File: src/rtl/dual_grant_sequencer_pkg.sv
// Shared defaults and state encoding for the dual grant sequencer and its index decoder.
package dual_grant_sequencer_pkg;

    localparam int unsigned N_REQ_DEF   = 12;
    localparam int unsigned IDX_W_DEF   = 4;
    localparam int unsigned TIMEOUT_DEF = 255;
    localparam int unsigned CNT_W_DEF   = 8;

    typedef enum logic [1:0] {
        ST_IDLE  = 2'd0,
        ST_SLOT1 = 2'd1,
        ST_GAP   = 2'd2,
        ST_SLOT2 = 2'd3
    } seq_state_e;

endpackage

File: src/rtl/dual_grant_sequencer_idx_onehot_dec.sv
// Index to one-hot decoder with an in-range flag; out-of-range indices decode to all-zero.
module idx_onehot_dec
    import dual_grant_sequencer_pkg::*;
#(
    parameter int unsigned N_REQ = N_REQ_DEF,
    parameter int unsigned IDX_W = IDX_W_DEF
) (
    input  logic [IDX_W-1:0] i_idx,
    output logic [N_REQ-1:0] o_onehot_c,
    output logic             o_in_range_c
);

    assign o_in_range_c = (32'(i_idx) < N_REQ);
    assign o_onehot_c   = o_in_range_c ? (N_REQ'(1) << i_idx) : '0;

endmodule

File: src/rtl/dual_grant_sequencer.sv
// Converts an accepted (first, second) index pair into sequential one-hot grants,
// each slot ending on requester ack or timeout, with a one-cycle gap between slots.
module dual_grant_sequencer
    import dual_grant_sequencer_pkg::*;
#(
    parameter int unsigned N_REQ   = N_REQ_DEF,
    parameter int unsigned IDX_W   = IDX_W_DEF,
    parameter int unsigned TIMEOUT = TIMEOUT_DEF,
    parameter int unsigned CNT_W   = CNT_W_DEF
) (
    input  logic             clk,
    input  logic             reset,
    input  logic             in_valid,
    output logic             in_ready,
    input  logic [IDX_W-1:0] first_idx,
    input  logic [IDX_W-1:0] second_idx,
    input  logic             second_en,
    input  logic             grant_ack,
    output logic [N_REQ-1:0] grant,
    output logic             busy,
    output logic             err_idx,
    output logic             timeout_p
);

    localparam logic [CNT_W-1:0] CNT_LAST = CNT_W'(TIMEOUT - 1);

    seq_state_e       r_state;
    logic [IDX_W-1:0] r_second;
    logic             r_second_en;
    logic [CNT_W-1:0] r_cnt;
    logic [N_REQ-1:0] r_grant;
    logic             r_busy;
    logic             r_in_ready;
    logic             r_err_idx;
    logic             r_timeout_p;

    seq_state_e       w_state_nxt;
    logic [IDX_W-1:0] w_second_nxt;
    logic             w_second_en_nxt;
    logic [CNT_W-1:0] w_cnt_nxt;
    logic [N_REQ-1:0] w_grant_nxt;
    logic             w_err_nxt;
    logic             w_timeout_nxt;

    logic [IDX_W-1:0] w_idx_mux;
    logic [N_REQ-1:0] w_onehot;
    logic             w_in_range;
    logic             w_second_in_ok;
    logic             w_slot_end;

    // Single decoder: the incoming first index while idle, the latched second index otherwise.
    assign w_idx_mux = (r_state == ST_IDLE) ? first_idx : r_second;

    idx_onehot_dec #(
        .N_REQ (N_REQ),
        .IDX_W (IDX_W)
    ) u_dec (
        .i_idx        (w_idx_mux),
        .o_onehot_c   (w_onehot),
        .o_in_range_c (w_in_range)
    );

    assign w_second_in_ok = (32'(second_idx) < N_REQ);
    assign w_slot_end     = grant_ack || (r_cnt == CNT_LAST);

    always_comb begin
        w_state_nxt     = r_state;
        w_second_nxt    = r_second;
        w_second_en_nxt = r_second_en;
        w_cnt_nxt       = r_cnt;
        w_grant_nxt     = r_grant;
        w_err_nxt       = 1'b0;
        w_timeout_nxt   = 1'b0;

        case (r_state)
            ST_IDLE: begin
                if (in_valid) begin
                    w_second_nxt    = second_idx;
                    w_second_en_nxt = second_en;
                    w_cnt_nxt       = '0;
                    if (w_in_range) begin
                        w_state_nxt = ST_SLOT1;
                        w_grant_nxt = w_onehot;
                    end else begin
                        // A bad first index still lets a good second index be serviced.
                        w_err_nxt   = 1'b1;
                        w_grant_nxt = '0;
                        if (second_en && w_second_in_ok) begin
                            w_state_nxt = ST_GAP;
                        end
                    end
                end
            end
            ST_SLOT1: begin
                if (w_slot_end) begin
                    w_timeout_nxt = !grant_ack;
                    w_grant_nxt   = '0;
                    w_cnt_nxt     = '0;
                    w_state_nxt   = ST_IDLE;
                    if (r_second_en) begin
                        if (w_in_range) begin
                            w_state_nxt = ST_GAP;
                        end else begin
                            w_err_nxt = 1'b1;
                        end
                    end
                end else begin
                    w_cnt_nxt = r_cnt + CNT_W'(1);
                end
            end
            ST_GAP: begin
                w_state_nxt = ST_SLOT2;
                w_grant_nxt = w_onehot;
                w_cnt_nxt   = '0;
            end
            ST_SLOT2: begin
                if (w_slot_end) begin
                    w_timeout_nxt = !grant_ack;
                    w_grant_nxt   = '0;
                    w_cnt_nxt     = '0;
                    w_state_nxt   = ST_IDLE;
                end else begin
                    w_cnt_nxt = r_cnt + CNT_W'(1);
                end
            end
            default: begin
                w_state_nxt = ST_IDLE;
                w_grant_nxt = '0;
            end
        endcase
    end

    always_ff @(posedge clk or posedge reset) begin
        if (reset) begin
            r_state     <= ST_IDLE;
            r_second    <= '0;
            r_second_en <= 1'b0;
            r_cnt       <= '0;
            r_grant     <= '0;
            r_busy      <= 1'b0;
            r_in_ready  <= 1'b1;
            r_err_idx   <= 1'b0;
            r_timeout_p <= 1'b0;
        end else begin
            r_state     <= w_state_nxt;
            r_second    <= w_second_nxt;
            r_second_en <= w_second_en_nxt;
            r_cnt       <= w_cnt_nxt;
            r_grant     <= w_grant_nxt;
            r_busy      <= (w_state_nxt != ST_IDLE);
            r_in_ready  <= (w_state_nxt == ST_IDLE);
            r_err_idx   <= w_err_nxt;
            r_timeout_p <= w_timeout_nxt;
        end
    end

    assign grant     = r_grant;
    assign busy      = r_busy;
    assign in_ready  = r_in_ready;
    assign err_idx   = r_err_idx;
    assign timeout_p = r_timeout_p;

endmodule

File: config.mk
export PLATFORM = sky130hd
export DESIGN_NAME = dual_grant_sequencer
export DESIGN_NICKNAME = d
export VERILOG_FILES = /design/src/rtl/dual_grant_sequencer_pkg.sv /design/src/rtl/dual_grant_sequencer_idx_onehot_dec.sv /design/src/rtl/dual_grant_sequencer.sv
export SDC_FILE = /design/constraint.sdc
export NUM_CORES = 1
export LEC_CHECK = 0
export BUFFER_PORTS_ARGS = -buffer_cell sky130_fd_sc_hd__buf_2
export CORE_MARGIN = 10
export CORE_UTILIZATION = 45
export CTS_CLUSTER_DIAMETER = 120
export DETAILED_ROUTE_END_ITERATION = 12
export MAX_ROUTING_LAYER = met4
export PLACE_DENSITY_LB_ADDON = 0.2
export SYNTH_ARGS = -nofsm -noshare
export SYNTH_HDL_FRONTEND = slang
export SYNTH_SLANG_ARGS = --single-unit
export TNS_END_PERCENT = 10
File: constraint.sdc
create_clock -name clk -period 1.85 [get_ports clk]
set_clock_uncertainty 0.2 [all_clocks]
set_input_delay 0.185 -clock clk [delete_from_list [all_inputs] [get_ports clk]]
set_output_delay 0.185 -clock clk [all_outputs]
set_load 0.05 [all_outputs]
==> results of run 1 <==
==> cell families (layout without fill, tap and decap cells) <==
| logic type | Yosys count | in the layout | synth area share, % |
|---|---|---|---|
| flip-flops | 31 | 31 | 51.0 |
| AND/OR/NAND/NOR | 55 | 55 | 18.5 |
| AO/OA/AOI/OAI | 46 | 46 | 21.1 |
| buffers and inverters | 11 | 60 | 3.45 |
| adder cells (fa/ha/maj) | 2 | 2 | 1.64 |
| multiplexers | 6 | 6 | 4.27 |
==> metal layers <==
layer  part of all wire [%]  wire length (um)  vias to the layer above  GRT usage, %
li1                       -                 -                      651             -
met1                     47              1710                      651          14.5
met2                     45              1650                       39          18.8
met3                    5.9               213                        7          5.01
met4                    1.6                59                        0          5.73
met5                      0                 0                        -             -
==> final cells by class <==
cell class	count	share of cell area [%]
clock buffer	6	2.63
clock inverter	2	1.80
inverter	7	1.35
multi-input combinational	109	36.1
sequential	31	39.9
tap	46	2.95
timing repair buffer	45	15.3
==> cells in the final DEF, fill, tap and decap left out, types with 2 or more instances in the layout <==
master	count
sky130_fd_sc_hd__a21oi_1	13
sky130_fd_sc_hd__a22o_1	12
sky130_fd_sc_hd__dlygate4sd3_1	7
sky130_fd_sc_hd__buf_4	9
sky130_fd_sc_hd__mux2_2	4
sky130_fd_sc_hd__nand2_1	15
sky130_fd_sc_hd__ha_1	2
sky130_fd_sc_hd__clkbuf_4	5
sky130_fd_sc_hd__dfrtp_1	30
sky130_fd_sc_hd__nand2b_1	2
sky130_fd_sc_hd__nor2_1	12
sky130_fd_sc_hd__a31oi_1	4
sky130_fd_sc_hd__or2_1	3
sky130_fd_sc_hd__inv_1	6
sky130_fd_sc_hd__mux2i_1	2
sky130_fd_sc_hd__nand3_1	5
sky130_fd_sc_hd__buf_2	28
sky130_fd_sc_hd__or3_1	5
sky130_fd_sc_hd__o21ai_0	8
sky130_fd_sc_hd__nand4_1	3
==> cell usage after synthesis <==
cell and instances:
sky130_fd_sc_hd__nand2_1 15, sky130_fd_sc_hd__and2_1 1, sky130_fd_sc_hd__dfstp_2 1, sky130_fd_sc_hd__nor3b_1 1, sky130_fd_sc_hd__nor2_1 12, sky130_fd_sc_hd__and3_1 2
sky130_fd_sc_hd__o21ai_1 1, sky130_fd_sc_hd__nor4_1 1, sky130_fd_sc_hd__mux2i_1 2, sky130_fd_sc_hd__a22o_1 12, sky130_fd_sc_hd__nand3_1 5, sky130_fd_sc_hd__nand2_2 1
sky130_fd_sc_hd__and4_4 1, sky130_fd_sc_hd__ha_1 2, sky130_fd_sc_hd__a211oi_1 1, sky130_fd_sc_hd__nand4_1 3, sky130_fd_sc_hd__a31oi_1 4, sky130_fd_sc_hd__a21oi_1 14
sky130_fd_sc_hd__nand2b_1 2, sky130_fd_sc_hd__nor3_2 1, sky130_fd_sc_hd__o21ai_2 1, sky130_fd_sc_hd__nor3_1 1, sky130_fd_sc_hd__inv_1 6, sky130_fd_sc_hd__or3_1 5
sky130_fd_sc_hd__a2111oi_2 1, sky130_fd_sc_hd__nor4b_1 1, sky130_fd_sc_hd__o22ai_1 1, sky130_fd_sc_hd__a21o_4 1, sky130_fd_sc_hd__buf_6 1, sky130_fd_sc_hd__mux2_2 4
sky130_fd_sc_hd__buf_2 3, sky130_fd_sc_hd__inv_2 1, sky130_fd_sc_hd__a2bb2oi_1 1, sky130_fd_sc_hd__or2_1 3, sky130_fd_sc_hd__a221oi_2 1, sky130_fd_sc_hd__o21ai_0 8
sky130_fd_sc_hd__dfrtp_1 30
==> sequential cells by signal (all words and copies together), names as in the netlist <==
signal       count
grant           12
r_cnt            8
r_second         4
r_state          2
busy             1
err_idx          1
in_ready         1
r_second_en      1
timeout_p        1
==> worst max-delay path by stage <==
stage	startpoint	to	slack, ns	cells after the start
floorplan	r_cnt[0]	r_cnt[6]	0.14	6
global placement	r_state[1]	err_idx	0.08	4
detailed placement	r_state[1]	err_idx	0.08	4
CTS	r_state[1]	err_idx	0.04	4
global route	r_state[1]	grant[3]	-0.001	4
finish	r_state[1]	err_idx	0.12	4
==> per-stage QoR <==
step / hold WS [ns] / utilization, % / instances / total power, uW
after global placement: 0.0848 / 53.6 / 230 / 2120
final: 0.0585 / 58.8 / 246 / 2730
after CTS: 0.0374 / 58.3 / 245 / 2730
after floorplan: 0.0878 / - / 151 / 1810
after detailed placement: 0.100 / 53.6 / 230 / 2150
after global routing: 0.0490 / 58.8 / 246 / 2900
==> worst reg2reg max path, stage by stage, from the launching register on <==
cell and delay, ns:
sky130_fd_sc_hd__dfrtp_1 0.48, sky130_fd_sc_hd__nor2_1 0.26, sky130_fd_sc_hd__and2_2 0.29, sky130_fd_sc_hd__a21oi_1 0.08, sky130_fd_sc_hd__a2111oi_2 0.31
==> power by group <==
group	total, uW	internal [uW]	leakage [uW]	switching [uW]
Clock	559	319	0.0000482	240
Sequential	999	852	0.000410	147
Combinational	1170	424	0.000462	749
==> repair_timing <==
item	in CTS	in global routing
setup endpoints to repair	0	16
setup buffers	0	1
hold buffers	7	0
endpoints found under the hold margin	21	0
resized for setup	0	4
==> impl_metrics.prom, run 1 <==
# TYPE chip_impl_metric gauge
chip_impl_metric{name="core-area",unit="sq um"} 3310
chip_impl_metric{name="timing.slew.headroom",unit="%"} 59.1
chip_impl_metric{name="finalWorstSetupSlack",unit="ns"} 0.121
chip_impl_metric{name="placement.setup.worst_slack",unit="ns"} 0.0782
chip_impl_info{name="setup.worst_path.end_class",value="flip-flop"} 1
chip_impl_metric{name="io_pins",unit=""} 29
chip_impl_metric{name="detail_route.first_pass.iterations",unit=""} 4
chip_impl_metric{name="drt-vias-per-instance",unit=""} 5.48
chip_impl_metric{name="clock_latency_on_the_worst_skew_pair",unit="ns"} 0.33
chip_impl_metric{name="wl_per_cell",unit="um"} 14.8
chip_impl_metric{name="worst_ep_required_time",unit="ns"} 1.87
chip_impl_info{name="timing.critical_path.slowest_stage_cell",value="sky130_fd_sc_hd__dfrtp_1"} 1
chip_impl_info{name="post-synth-top-area-cell",value="sky130_fd_sc_hd__dfrtp_1"} 1
chip_impl_metric{name="post-route-period-util",unit="%"} 93.5
chip_impl_metric{name="yosys_register_bits",unit=""} 31
chip_impl_metric{name="htree_levels",unit=""} 2
chip_impl_metric{name="static-leakage-power",unit="uW"} 0.000920
chip_impl_info{name="min_to",value="r_state[0]"} 1
chip_impl_metric{name="max_fo_critical_path",unit=""} 9
chip_impl_metric{name="num-nets-final",unit=""} 214
chip_impl_metric{name="dpl-instance-area",unit="sq um"} 1770
chip_impl_metric{name="grt_pass1_wl",unit="um"} 6090
chip_impl_metric{name="syn-num-nets",unit=""} 166
chip_impl_metric{name="global_route.usage.total",unit="%"} 12.5
chip_impl_metric{name="row_count",unit=""} 21
chip_impl_metric{name="area_growth_syn_to_layout",unit="%"} 27.9
chip_impl_metric{name="grt-ovfl-total",unit=""} 0
chip_impl_metric{name="regToRegSetupSlack",unit="ns"} 0.12
chip_impl_metric{name="ys_seq_area_share",unit="%"} 51.0
chip_impl_metric{name="synth.avg_cell_area",unit="sq um"} 10.1
chip_impl_metric{name="hold_depth",unit=""} 3
chip_impl_metric{name="die_area",unit="sq um"} 6110
chip_impl_metric{name="gp_routability_congestion",unit=""} 0.929
chip_impl_metric{name="antennaDiodeCount",unit=""} 0
chip_impl_metric{name="worst_setup_hold_path_clk_slew",unit="ns"} 0.10
chip_impl_metric{name="cp.arrival",unit="ns"} 1.75
chip_impl_info{name="clk_root_buffer_cell",value="sky130_fd_sc_hd__clkbuf_4"} 1
chip_impl_metric{name="synth_area",unit="sq um"} 1520
chip_impl_metric{name="cp.buffers_inverters",unit=""} 0
chip_impl_metric{name="finalSetupViolations",unit=""} 0
chip_impl_metric{name="finalCriticalPeriod",unit="ns"} 1.73
chip_impl_info{name="worst_min_path_class",value="primary input to flip-flop"} 1
chip_impl_metric{name="dr_total_vias",unit=""} 1348
chip_impl_metric{name="power.density_cell_area",unit="nW/um^2"} 1400
chip_impl_metric{name="max_cap_violations",unit=""} 0
chip_impl_metric{name="tightest_slew",unit="ns"} 0.612
chip_impl_info{name="start_point_of_the_worst_hold_path",value="in_valid"} 1
chip_impl_metric{name="cp_slowest_stage_delay",unit="ns"} 0.48
chip_impl_metric{name="drt_iter0_drcs",unit=""} 68
chip_impl_info{name="synth_area_leaders",value="sky130_fd_sc_hd__dfrtp_1 (49%), sky130_fd_sc_hd__a22o_1 (6.9%), sky130_fd_sc_hd__a21oi_1 (4.6%)"} 1
chip_impl_metric{name="routed_wl",unit="um"} 3640
chip_impl_metric{name="clkSinkCount",unit=""} 31
chip_impl_metric{name="ff_latch_area",unit="sq um"} 777
chip_impl_info{name="rsz_0062_raised_after_global_routing",value="true"} 1
chip_impl_metric{name="synth.yosys.warnings",unit=""} 0
chip_impl_info{name="critical_path.cell_chain",value="nor2_1 > and2_2 > a21oi_1 > a2111oi_2"} 1
chip_impl_metric{name="synth_cell_types",unit=""} 37
chip_impl_metric{name="clock_path_buffers",unit=""} 2
chip_impl_metric{name="grt_max_degree",unit=""} 18
chip_impl_metric{name="first_global_vias",unit=""} 1377
chip_impl_metric{name="report.final.hold_viol_count",unit=""} 0
chip_impl_info{name="reg2reg_to",value="err_idx"} 1
chip_impl_metric{name="grt_antenna_before_repair",unit=""} 0
chip_impl_metric{name="route.antenna.remaining_nets",unit=""} 0
chip_impl_metric{name="worst_r2r_path_depth",unit=""} 4
chip_impl_metric{name="numCtsBuffers",unit=""} 5
chip_impl_metric{name="post-synth-top-area-fraction",unit="%"} 49.3
chip_impl_metric{name="fp.dieW",unit="um"} 78.2
chip_impl_metric{name="post-route-cell-area",unit="sq um"} 1950
chip_impl_info{name="r2r-start",value="r_state[1]"} 1
chip_impl_metric{name="floorplan.initialDensity",unit="%"} 46.0
chip_impl_metric{name="worst_ir_drop_on_vdd",unit="mV"} 0.730
chip_impl_info{name="crit_family",value="simple AND/OR/NAND/NOR gates"} 1
chip_impl_metric{name="filler_cell_count",unit=""} 312
chip_impl_metric{name="slew_viol_final",unit=""} 0
chip_impl_info{name="outcome",value="complete, no violations"} 1
chip_impl_metric{name="die_y_extent",unit="um"} 78.2
chip_impl_info{name="worst-setup-path-type",value="flip-flop to flip-flop"} 1
chip_impl_metric{name="postSynthCellCount",unit=""} 151
chip_impl_info{name="tritoncts",value="yes"} 1
chip_impl_metric{name="port_buffers",unit=""} 28
chip_impl_metric{name="multiInputGateArea",unit="sq um"} 703
chip_impl_metric{name="max_freq",unit="MHz"} 578
chip_impl_metric{name="final_layout_size_suffix_gt1_share",unit="%"} 31.0
chip_impl_metric{name="dp.final_hpwl",unit="um"} 2760
chip_impl_metric{name="timing.setup.tns",unit="ns"} 0
chip_impl_info{name="cp-start-kind",value="flip-flop"} 1
chip_impl_metric{name="route.detailed.drc",unit=""} 0
(Power assumes the default switching activity.)
==> run 2, diff against run 1 <==
- BUFFER_PORTS_ARGS: -buffer_cell sky130_fd_sc_hd__buf_2 -> -buffer_cell sky130_fd_sc_hd__buf_4
==> impl_metrics.prom, run 2 (synthesis results as in run 1) <==
# TYPE chip_impl_metric gauge
chip_impl_metric{name="routed_wl",unit="um"} 3630
chip_impl_metric{name="die_area",unit="sq um"} 6110
chip_impl_metric{name="static-leakage-power",unit="uW"} 0.000918
chip_impl_metric{name="grt_pass1_wl",unit="um"} 6230
chip_impl_info{name="tritoncts",value="yes"} 1
chip_impl_metric{name="row_count",unit=""} 21
chip_impl_metric{name="cp.arrival",unit="ns"} 1.82
chip_impl_metric{name="die_y_extent",unit="um"} 78.2
chip_impl_metric{name="cp_slowest_stage_delay",unit="ns"} 0.43
chip_impl_metric{name="gp_routability_congestion",unit=""} 0.844
chip_impl_metric{name="met3_usage",unit="%"} 4.67
chip_impl_metric{name="post-route-cell-area",unit="sq um"} 1980
chip_impl_metric{name="multiInputGateArea",unit="sq um"} 694
chip_impl_metric{name="placement.setup.worst_slack",unit="ns"} 0.0698
chip_impl_metric{name="finalCriticalPeriod",unit="ns"} 1.77
chip_impl_info{name="layout.cells.most_common",value="sky130_fd_sc_hd__buf_4"} 1
chip_impl_metric{name="report.final.hold_viol_count",unit=""} 0
chip_impl_metric{name="global_route.usage.total",unit="%"} 12.6
chip_impl_metric{name="filler_cell_count",unit=""} 307
chip_impl_metric{name="power.density_cell_area",unit="nW/um^2"} 1330
chip_impl_metric{name="drt_iter0_drcs",unit=""} 132
chip_impl_metric{name="core-area",unit="sq um"} 3310
chip_impl_metric{name="num-nets-final",unit=""} 214
chip_impl_metric{name="clock_latency_on_the_worst_skew_pair",unit="ns"} 0.33
chip_impl_metric{name="htree_levels",unit=""} 2
chip_impl_metric{name="tightest_slew",unit="ns"} 0.395
chip_impl_info{name="clk_root_buffer_cell",value="sky130_fd_sc_hd__clkbuf_4"} 1
chip_impl_metric{name="route.detailed.drc",unit=""} 0
chip_impl_metric{name="cts_post_setup_buffers_inserted",unit=""} 0
chip_impl_metric{name="dp.final_hpwl",unit="um"} 2740
chip_impl_info{name="crit_family",value="simple AND/OR/NAND/NOR gates"} 1
chip_impl_metric{name="antennaDiodeCount",unit=""} 0
chip_impl_metric{name="drt-vias-per-instance",unit=""} 5.25
chip_impl_metric{name="numCtsBuffers",unit=""} 5
chip_impl_metric{name="route.antenna.remaining_nets",unit=""} 0
chip_impl_info{name="worst_min_path_class",value="primary input to flip-flop"} 1
chip_impl_info{name="cp-start-kind",value="flip-flop"} 1
chip_impl_metric{name="max_freq",unit="MHz"} 564
chip_impl_metric{name="worst_setup_hold_path_clk_slew",unit="ns"} 0.09
chip_impl_metric{name="finalWorstSetupSlack",unit="ns"} 0.0777
chip_impl_metric{name="dpl-instance-area",unit="sq um"} 1830
chip_impl_metric{name="wl_per_cell",unit="um"} 14.7
chip_impl_metric{name="clock_path_buffers",unit=""} 2
chip_impl_metric{name="area_growth_syn_to_layout",unit="%"} 30.2
chip_impl_metric{name="grt-ovfl-total",unit=""} 0
chip_impl_info{name="setup.worst_path.end_class",value="flip-flop"} 1
chip_impl_metric{name="dpl.cell_count",unit=""} 230
chip_impl_metric{name="timing.slew.headroom",unit="%"} 73.7
chip_impl_metric{name="grt_antenna_before_repair",unit=""} 0
chip_impl_metric{name="dr_total_vias",unit=""} 1292
chip_impl_metric{name="ff_latch_area",unit="sq um"} 778
chip_impl_metric{name="worst_ir_drop_on_vdd",unit="mV"} 0.843
chip_impl_info{name="outcome",value="complete, no violations"} 1
chip_impl_metric{name="floorplan.initialDensity",unit="%"} 46.0
chip_impl_metric{name="fp.dieW",unit="um"} 78.2
chip_impl_metric{name="clkSinkCount",unit=""} 31
chip_impl_info{name="mostFrequentLayoutCells",value="sky130_fd_sc_hd__buf_4 (37), sky130_fd_sc_hd__dfrtp_1 (29), sky130_fd_sc_hd__nand2_1 (15), sky130_fd_sc_hd__a21oi_1 (14)"} 1
chip_impl_metric{name="detail_route.first_pass.iterations",unit=""} 4
chip_impl_metric{name="post-route-period-util",unit="%"} 95.8
chip_impl_metric{name="io_pins",unit=""} 29
chip_impl_metric{name="worst_ep_required_time",unit="ns"} 1.90
chip_impl_metric{name="grt.met2_usage",unit="%"} 18.0
chip_impl_metric{name="slew_viol_final",unit=""} 0
chip_impl_metric{name="grt_max_degree",unit=""} 32
chip_impl_metric{name="layoutNonFillerInstCount",unit=""} 246
chip_impl_info{name="timing.critical_path.slowest_stage_cell",value="sky130_fd_sc_hd__dfrtp_1"} 1
chip_impl_info{name="rsz_0062_raised_after_global_routing",value="false"} 1
chip_impl_info{name="busiest_layer",value="met2"} 1
chip_impl_metric{name="port_buffers",unit=""} 28
chip_impl_info{name="worst-setup-path-type",value="flip-flop to flip-flop"} 1
chip_impl_metric{name="largest_register_ffs",unit=""} 12
chip_impl_metric{name="first_global_vias",unit=""} 1318
chip_impl_metric{name="grt.met1_usage",unit="%"} 15.9
chip_impl_metric{name="final_layout_size_suffix_gt1_share",unit="%"} 29.5
chip_impl_metric{name="cp.buffers_inverters",unit=""} 0
chip_impl_metric{name="max_cap_violations",unit=""} 0
chip_impl_metric{name="max_fo_critical_path",unit=""} 7
chip_impl_metric{name="finalSetupViolations",unit=""} 0
chip_impl_metric{name="timing.setup.tns",unit="ns"} 0
chip_impl_info{name="critical_path.cell_chain",value="ha_1 > and3_1 > a21o_4 > or3_1 > o21ai_0"} 1
[run 2: area by class of cell]
cell class,instances,share of cell area (%)
well taps,46,2.90
repair buffers,45,18.0
multi-input cells,109,35.0
flip-flops and latches,31,39.2
inverters,7,1.32
clock buffers,8,3.47
[run 2: worst reg2reg max path: cells and delay by family, from the launching register on]
kind | cells | cell delay (ns)
flip-flops | 1 | 0.43
AND/OR/NAND/NOR | 2 | 0.52
AO/OA/AOI/OAI | 2 | 0.33
adder cells (fa/ha/maj) | 1 | 0.22
[run 2: final timing paths]
check	startpoint	cells past startpoint	end	slack (ns)
worst min register to register	grant[3]	1	grant[3]	0.31
min in group asynchronous	reset	4	grant[4]	0.29
worst min-delay path	first_idx[3]	3	err_idx	0.05
worst max-delay path	r_cnt[1]	5	r_cnt[3]	0.08
worst max register to register	r_cnt[1]	5	r_cnt[3]	0.08
max in group asynchronous	reset	4	in_ready	0.82
[run 2: stage by stage]
step	hold WS, ns	power (uW)	util [%]
after detailed placement	0.0939	2200	55.3
after floorplan	0.0878	1810	-
after CTS	0.0226	2660	59.8
after global placement	0.0884	2160	55.3
after global routing	0.0317	2840	59.9
final	0.0451	2640	59.9
[run 2: power breakdown]
group          internal [uW]  switching [uW]
Sequential               855             143
Clock                    223             222
Combinational            456             745
[run 2: metal layers]
metal / wire length (um) / share of wire (%)
met5: 0 / 0
met4: 56 / 1.5
met1: 1640 / 45
met2: 1680 / 46
met3: 251 / 6.9
[run 2: timing repair]
action | in CTS | in global routing
hold endpoints to repair | 38 | 0
setup endpoints to repair | 0 | 1
resized for setup | 0 | 2
hold buffers | 8 | 0
